--- src/rtl/mem_bus_arbiter.sv ---
// Round-robin arbiter sharing one DDR4 DIMM bus among N requesters, one burst per grant.
// Define MEM_ARB_TIMEOUT_EN to add a watchdog that releases an owner stalled without beats.
module mem_bus_arbiter #(
  parameter int N           = 2,
  parameter int PADDR_BITS  = 19,
  parameter int BURST_BEATS = 8,
  parameter int TURN_CYCLES = 2,
  parameter int TIMEOUT     = 64
) (
  input  logic                    clk_in,
  input  logic                    rst_N_in,
  input  logic [N-1:0]            req_valid_in,
  input  logic [N*PADDR_BITS-1:0] req_addr_in,
  input  logic [N-1:0]            req_valid_out_in,
  input  logic [N-1:0]            req_ready_out_in,
  output logic [N-1:0]            grant_out,
  output logic [N-1:0]            req_valid_in_out,
  output logic [N-1:0]            req_ready_in_out,
  output logic [PADDR_BITS-1:0]   mem_bus_addr_out,
  output logic                    mem_bus_valid_out,
  output logic                    mem_bus_ready_out,
  input  logic                    mem_bus_valid_in,
  input  logic                    mem_bus_ready_in,
  output logic                    busy_out,
  output logic                    timeout_out
);

  localparam int PTR_W = (N > 1) ? $clog2(N) : 1;
  localparam int CNT_W = (BURST_BEATS > 1) ? $clog2(BURST_BEATS) : 1;
  localparam int TRN_W = (TURN_CYCLES > 1) ? $clog2(TURN_CYCLES) : 1;
  localparam logic [CNT_W-1:0] LAST_BEAT = CNT_W'(BURST_BEATS - 1);
  localparam logic [TRN_W-1:0] LAST_TURN = TRN_W'((TURN_CYCLES > 0) ? (TURN_CYCLES - 1) : 0);
  localparam logic [PTR_W:0]   N_EXT     = (PTR_W + 1)'(N);

  if (N < 2 || BURST_BEATS < 1 || TURN_CYCLES < 0 || TIMEOUT < 1) begin : g_param_check
    $error("mem_bus_arbiter: illegal parameter set");
  end

  typedef enum logic [1:0] {
    ST_IDLE  = 2'd0,
    ST_GRANT = 2'd1,
    ST_TURN  = 2'd2
  } state_t;

  state_t            state_r;
  logic [N-1:0]      grant_r;
  logic [PTR_W-1:0]  owner_r;
  logic [PTR_W-1:0]  rr_ptr_r;
  logic [CNT_W-1:0]  beat_cnt_r;
  logic [TRN_W-1:0]  turn_cnt_r;
  logic              busy_r;

  logic [PTR_W:0]    arb_sum_s;
  logic [PTR_W-1:0]  winner_s;
  logic [PTR_W-1:0]  next_ptr_s;
  logic [N-1:0]      grant_nxt_s;
  logic              gnt_act_s;
  logic              own_req_s;
  logic              own_vo_s;
  logic              own_ro_s;
  logic [PADDR_BITS-1:0] own_addr_s;
  logic              beat_s;
  logic              last_s;
  logic              wd_fire_s;
  logic              release_s;

  // Round-robin pick: scan downward so the lowest offset from rr_ptr wins last.
  always_comb begin
    winner_s  = '0;
    arb_sum_s = '0;
    for (int i = N - 1; i >= 0; i--) begin
      arb_sum_s = {1'b0, rr_ptr_r} + (PTR_W + 1)'(i);
      arb_sum_s = (arb_sum_s >= N_EXT) ? (arb_sum_s - N_EXT) : arb_sum_s;
      winner_s  = req_valid_in[arb_sum_s[PTR_W-1:0]] ? arb_sum_s[PTR_W-1:0] : winner_s;
    end
  end

  // One-hot form of the arbitration winner.
  always_comb begin
    grant_nxt_s           = '0;
    grant_nxt_s[winner_s] = 1'b1;
  end

  assign next_ptr_s = (winner_s == PTR_W'(N - 1)) ? '0 : (winner_s + PTR_W'(1));

  assign gnt_act_s  = (state_r == ST_GRANT);
  assign own_req_s  = req_valid_in[owner_r];
  assign own_vo_s   = req_valid_out_in[owner_r];
  assign own_ro_s   = req_ready_out_in[owner_r];
  assign own_addr_s = req_addr_in[owner_r*PADDR_BITS +: PADDR_BITS];

  assign beat_s    = (mem_bus_valid_in & own_ro_s) | (own_vo_s & mem_bus_ready_in);
  assign last_s    = beat_s & (beat_cnt_r == LAST_BEAT);
  assign release_s = ~own_req_s | last_s | wd_fire_s;

  // The handshake path stays combinational so a beat completes in the cycle it is offered;
  // every term is gated by the registered grant, so reset clears it at once.
  assign grant_out         = grant_r;
  assign busy_out          = busy_r;
  assign mem_bus_addr_out  = gnt_act_s ? own_addr_s : '0;
  assign mem_bus_valid_out = gnt_act_s & own_vo_s;
  assign mem_bus_ready_out = gnt_act_s & own_ro_s;
  assign req_valid_in_out  = grant_r & {N{mem_bus_valid_in}};
  assign req_ready_in_out  = grant_r & {N{mem_bus_ready_in}};

  // Ownership FSM: arbitrate in IDLE, count burst beats in GRANT, hold the bus quiet in TURN.
  always_ff @(posedge clk_in or negedge rst_N_in) begin
    if (!rst_N_in) begin
      state_r    <= ST_IDLE;
      grant_r    <= '0;
      owner_r    <= '0;
      rr_ptr_r   <= '0;
      beat_cnt_r <= '0;
      turn_cnt_r <= '0;
      busy_r     <= 1'b0;
    end else begin
      case (state_r)
        ST_IDLE: begin
          if (|req_valid_in) begin
            state_r    <= ST_GRANT;
            busy_r     <= 1'b1;
            grant_r    <= grant_nxt_s;
            owner_r    <= winner_s;
            rr_ptr_r   <= next_ptr_s;
            beat_cnt_r <= '0;
          end
        end
        ST_GRANT: begin
          if (release_s) begin
            grant_r    <= '0;
            beat_cnt_r <= '0;
            turn_cnt_r <= '0;
            if (TURN_CYCLES == 0) begin
              state_r <= ST_IDLE;
              busy_r  <= 1'b0;
            end else begin
              state_r <= ST_TURN;
            end
          end else if (beat_s) begin
            beat_cnt_r <= (beat_cnt_r == LAST_BEAT) ? beat_cnt_r : (beat_cnt_r + CNT_W'(1));
          end
        end
        ST_TURN: begin
          if (turn_cnt_r == LAST_TURN) begin
            state_r    <= ST_IDLE;
            busy_r     <= 1'b0;
            turn_cnt_r <= '0;
          end else begin
            turn_cnt_r <= turn_cnt_r + TRN_W'(1);
          end
        end
        default: begin
          state_r    <= ST_IDLE;
          grant_r    <= '0;
          busy_r     <= 1'b0;
          beat_cnt_r <= '0;
          turn_cnt_r <= '0;
        end
      endcase
    end
  end

`ifdef MEM_ARB_TIMEOUT_EN
  localparam int WD_W = (TIMEOUT > 1) ? $clog2(TIMEOUT) : 1;
  localparam logic [WD_W-1:0] WD_LAST = WD_W'(TIMEOUT - 1);

  logic [WD_W-1:0] wd_cnt_r;
  logic            timeout_r;

  // An abort takes precedence, so the watchdog only fires while the owner still requests.
  assign wd_fire_s   = gnt_act_s & own_req_s & ~beat_s & (wd_cnt_r == WD_LAST);
  assign timeout_out = timeout_r;

  // Watchdog over consecutive beat-less GRANT cycles and its one-cycle release pulse.
  always_ff @(posedge clk_in or negedge rst_N_in) begin
    if (!rst_N_in) begin
      wd_cnt_r  <= '0;
      timeout_r <= 1'b0;
    end else begin
      timeout_r <= wd_fire_s;
      if (gnt_act_s && !release_s && !beat_s) begin
        wd_cnt_r <= wd_cnt_r + WD_W'(1);
      end else begin
        wd_cnt_r <= '0;
      end
    end
  end
`else
  assign wd_fire_s   = 1'b0;
  assign timeout_out = 1'b0;
`endif

endmodule

--- config.mk ---
export PLATFORM = sky130hd
export DESIGN_NAME = mem_bus_arbiter
export DESIGN_NICKNAME = d
export VERILOG_FILES = /design/src/rtl/mem_bus_arbiter.sv
export SDC_FILE = /design/constraint.sdc
export NUM_CORES = 1
export LEC_CHECK = 0
export CAP_MARGIN = 30
export CELL_PAD_IN_SITES_DETAIL_PLACEMENT = 1
export CELL_PAD_IN_SITES_GLOBAL_PLACEMENT = 2
export CORE_ASPECT_RATIO = 1.4
export CORE_UTILIZATION = 17
export CTS_CLUSTER_DIAMETER = 60
export DETAILED_ROUTE_END_ITERATION = 8
export PLACE_DENSITY_LB_ADDON = 0.25
export SLEW_MARGIN = 40
export SYNTH_ARGS = -nofsm -noshare
export SYNTH_HDL_FRONTEND = slang
export SYNTH_SLANG_ARGS = --single-unit
export TNS_END_PERCENT = 30
--- constraint.sdc ---
create_clock -name clk_in -period 3.7 [get_ports clk_in]
set_input_delay 0.925 -clock clk_in [delete_from_list [all_inputs] [get_ports clk_in]]
set_output_delay 0.925 -clock clk_in [all_outputs]
set_load 0.01 [all_outputs]
==> results.json <==
{
  "run_status": "finished, final reports clean",
  "hold_buffers": 0,
  "final_global_route_overflow_total": 0,
  "rsz0062_at_grt": "no",
  "maximum_fanout_along_the_worst_path": 2,
  "die-height_um": 89.3,
  "total_routed_length_um": 3210,
  "total_power_mw": 1.04,
  "timing.slew.headroom_pct": 64.2,
  "cts_htree_levels": 1,
  "critical_path.most_common_cell": "clkdlybuf4s50_1",
  "drc": 0,
  "worstPathArrival_ps": 2230,
  "post_route_clock_skew_ps": 1.38,
  "clock_insertion_delay_worst_skew_ps": 240,
  "ctsLongestPathBuffers": 2,
  "setup-tns-final_ps": 0,
  "clockRootBuffer": "clkbuf_8",
  "floorplan.initialDensity_pct": 17.8,
  "place.gp.congestion": 0.690,
  "hold_viol_final": 0,
  "timing.rr.end": "beat_cnt_r[0]",
  "drt-vias-per-instance": 4.31,
  "grt_antenna_before_repair": 0,
  "kind_of_critical_path": "in2out",
  "netlist_instances": 106,
  "timing.reg2reg.worst_path_depth": 5,
  "worst_setup_path_end_kind": "output port",
  "mappedNetlistArea_um2": 925,
  "yosys.area.top_type": "dfrtp_1",
  "reg2reg_setup_slack_ps": 1850,
  "p_sw_uw": 413,
  "nNetsFinal": 229,
  "distinct_cell_type_count_after_synthesis": 29,
  "post_synthesis_async_set_or_reset_flop_share_pct": 100,
  "synth_area_leaders": "dfrtp_1 (30%), mux2i_1 (22%), nor2_1 (10%)",
  "final_max_slew_viol_count": 0,
  "first_global_vias": 1095,
  "cell_internal_pwr_uw": 624,
  "finalCoreUtilization_pct": 33.8,
  "cp_slowest_stage_delay_ps": 480,
  "detailedRoute.firstIterationViolations": 12,
  "groute.usage.overall_pct": 11.4,
  "seqPwrFrac_pct": 21.8,
  "setup_viol_count_final": 0,
  "synth_enable_flop_cells": 0,
  "clockPowerShare_pct": 11.6,
  "timing.final.crit_period_ps": 3150,
  "routed-via-count": 1052,
  "ant_nets": 0,
  "power.density_cell_area_mw_per_mm2": 590,
  "timing_worst_slew_pin_value_ps": 535,
  "cts_setup_buffers": 0,
  "netlist.area_leader.share_pct": 29.8,
  "min_period_over_period_pct": 85.1,
  "fmaxAchievable_ghz": 0.317,
  "cts-buffers-inserted": 3,
  "grt_pass1_wl_um": 4950,
  "port_buffers": 75,
  "timing.critical_path.cells": "clkdlybuf4s50_1, mux2_2, nor2b_1, clkdlybuf4s50_1",
  "synth_ff_type": "dfrtp_1",
  "clkTransAtPathRegs_ps": 50,
  "power.combinational.fraction_pct": 66.6,
  "dp_hpwl_um": 2600,
  "critPathRequiredTime_ps": 2770,
  "io-pin-count": 77,
  "fp-row-count": 31,
  "grt_start_max_net_pins": 24,
  "worst_setup_path_start_kind": "input port",
  "netSwitchingFraction_pct": 39.8,
  "portion_of_the_post_synthesis_area_used_by_sequential_elements_pct": 29.8,
  "ys_warn_count": 0,
  "cts_num_sinks": 11,
  "worst_hold_path_type": "reg2reg",
  "synthToLayoutAreaGrowth_pct": 90.1,
  "drt_pass1_iterations": 4,
  "post_synth.cell_area_avg_um2": 8.72,
  "wl_per_cell_um": 13.2,
  "ratio_of_cells_with_drive_above_1_in_the_final_layout_pct": 5.62,
  "synthTopCellsByCount": "nor2_1 (25), mux2i_1 (20), dfrtp_1 (11)",
  "timing.critical_path.to": "mem_bus_ready_out",
  "die_boundary_width_um": 64.3,
  "num_antenna_cells": 0,
  "timing.max_cap.violations": 0,
  "cts_tree": "yes",
  "critical_path.slowest_cell": "clkdlybuf4s50_1",
  "vdd_ir_drop_max_v": 0.000177,
  "p_leak_nw": 0.734,
  "ys_seq_elements": 11,
  "cts_resized": 0,
  "reg2reg_from": "owner_r",
  "startpoint": "req_ready_out_in[1]",
  "holdWs_ps": 509,
  "die-area_mm2": 0.00574,
  "post-synth-top-count-cell": "nor2_1",
  "core_region_area_mm2": 0.00520,
  "filler_cell_count": 647,
  "syn_nets": 156
}
==> critical path: cells and delay by family <==
kind / cells / cell delay, ps
buffers and inverters: 2 / 890
multiplexers: 1 / 280
AND/OR/NAND/NOR: 1 / 130
==> final cells by class <==
cell class	count	area [µm²]	area share (%)
flip-flops and latches	11	275	15.7
clock buffers	4	45.0	2.56
inverters	1	3.75	0.214
multi-input cells	86	593	33.7
well taps	66	82.6	4.70
repair buffers	76	758	43.1
==> metal layers <==
layer	routed length (µm)	up-vias	global-route usage, %	share of wire [%]
li1	-	507	-	-
met1	1160	479	11.2	36
met2	1740	61	22.5	54
met3	264	5	2.93	8.2
met4	47	0	4.85	1.5
met5	0	-	0	0
==> power by group through the flow <==
| stage | clock network (mW) | logic, mW | registers, mW |
|---|---|---|---|
| after global placement | 0 | 0.692 | 0.225 |
| after global routing | 0.132 | 0.754 | 0.235 |
| after detailed placement | 0 | 0.701 | 0.229 |
| final | 0.120 | 0.691 | 0.226 |
| after floorplan | 0 | 0.430 | 0.201 |
| after CTS | 0.127 | 0.708 | 0.227 |
==> kinds of logic (layout without fill, tap and decap cells) <==
group                    after synthesis  count (layout)  share of synthesized area, %
AO/OA/AOI/OAI                         18              18                          13.5
XOR/XNOR                               1               1                         0.947
adder cells (fa/ha/maj)                2               2                          2.71
buffers and inverters                  9              81                          6.09
flip-flops                            11              11                          29.8
multiplexers                          23              23                          25.7
other                                  1               1                         0.406
AND/OR/NAND/NOR                       41              41                          20.8
==> per-stage QoR <==
stage / cells / instance area (µm²) / setup slack, ps
after floorplan: 106 / 925 / 1440
after global placement: 240 / 1710 / 575
after detailed placement: 240 / 1710 / 532
after CTS: 244 / 1760 / 535
after global routing: 244 / 1760 / 480
final: 244 / 1760 / 550
==> worst min-delay path by stage <==
| stage | slack [ps] | cells past startpoint | endpoint | startpoint |
|---|---|---|---|---|
| after floorplan | 470 | 1 | beat_cnt_r[1] | beat_cnt_r[1] |
| after global placement | 490 | 1 | beat_cnt_r[1] | beat_cnt_r[1] |
| after detailed placement | 500 | 1 | beat_cnt_r[2] | beat_cnt_r[2] |
| after CTS | 510 | 1 | beat_cnt_r[2] | beat_cnt_r[2] |
| after global routing | 540 | 1 | beat_cnt_r[2] | beat_cnt_r[2] |
| final | 510 | 1 | beat_cnt_r[2] | beat_cnt_r[2] |
==> layout by cell type (no fill, tap or decap) <==
master,netlist,routed
mux2i_1,20,20
dfrtp_1,11,11
clkbuf_1,2,1
nor2b_1,2,2
nor2_1,25,25
nand2_1,4,4
ha_1,2,2
a31oi_1,1,1
or2_2,1,1
a2bb2oi_1,1,1
clkbuf_8,0,3
mux2_2,2,2
conb_1,1,1
a22o_1,3,3
xnor2_1,1,1
inv_1,1,1
nand2b_1,3,3
o2bb2ai_1,3,3
o22ai_1,1,1
nor3b_1,1,1
buf_4,1,1
mux2_4,1,1
a21oi_2,1,1
o31ai_1,1,1
nand2b_4,1,1
o21ai_0,4,4
and2_1,4,4
a21oi_1,3,3
clkdlybuf4s50_1,0,75
==> state kept, by name (all words and copies together) (netlist names) <==
name,flops
beat_cnt_r,3
busy_out,1
grant_out,2
owner_r,1
rr_ptr_r,1
state_r,2
turn_cnt_r,1
Note: power is estimated with default switching activity, not from simulation.
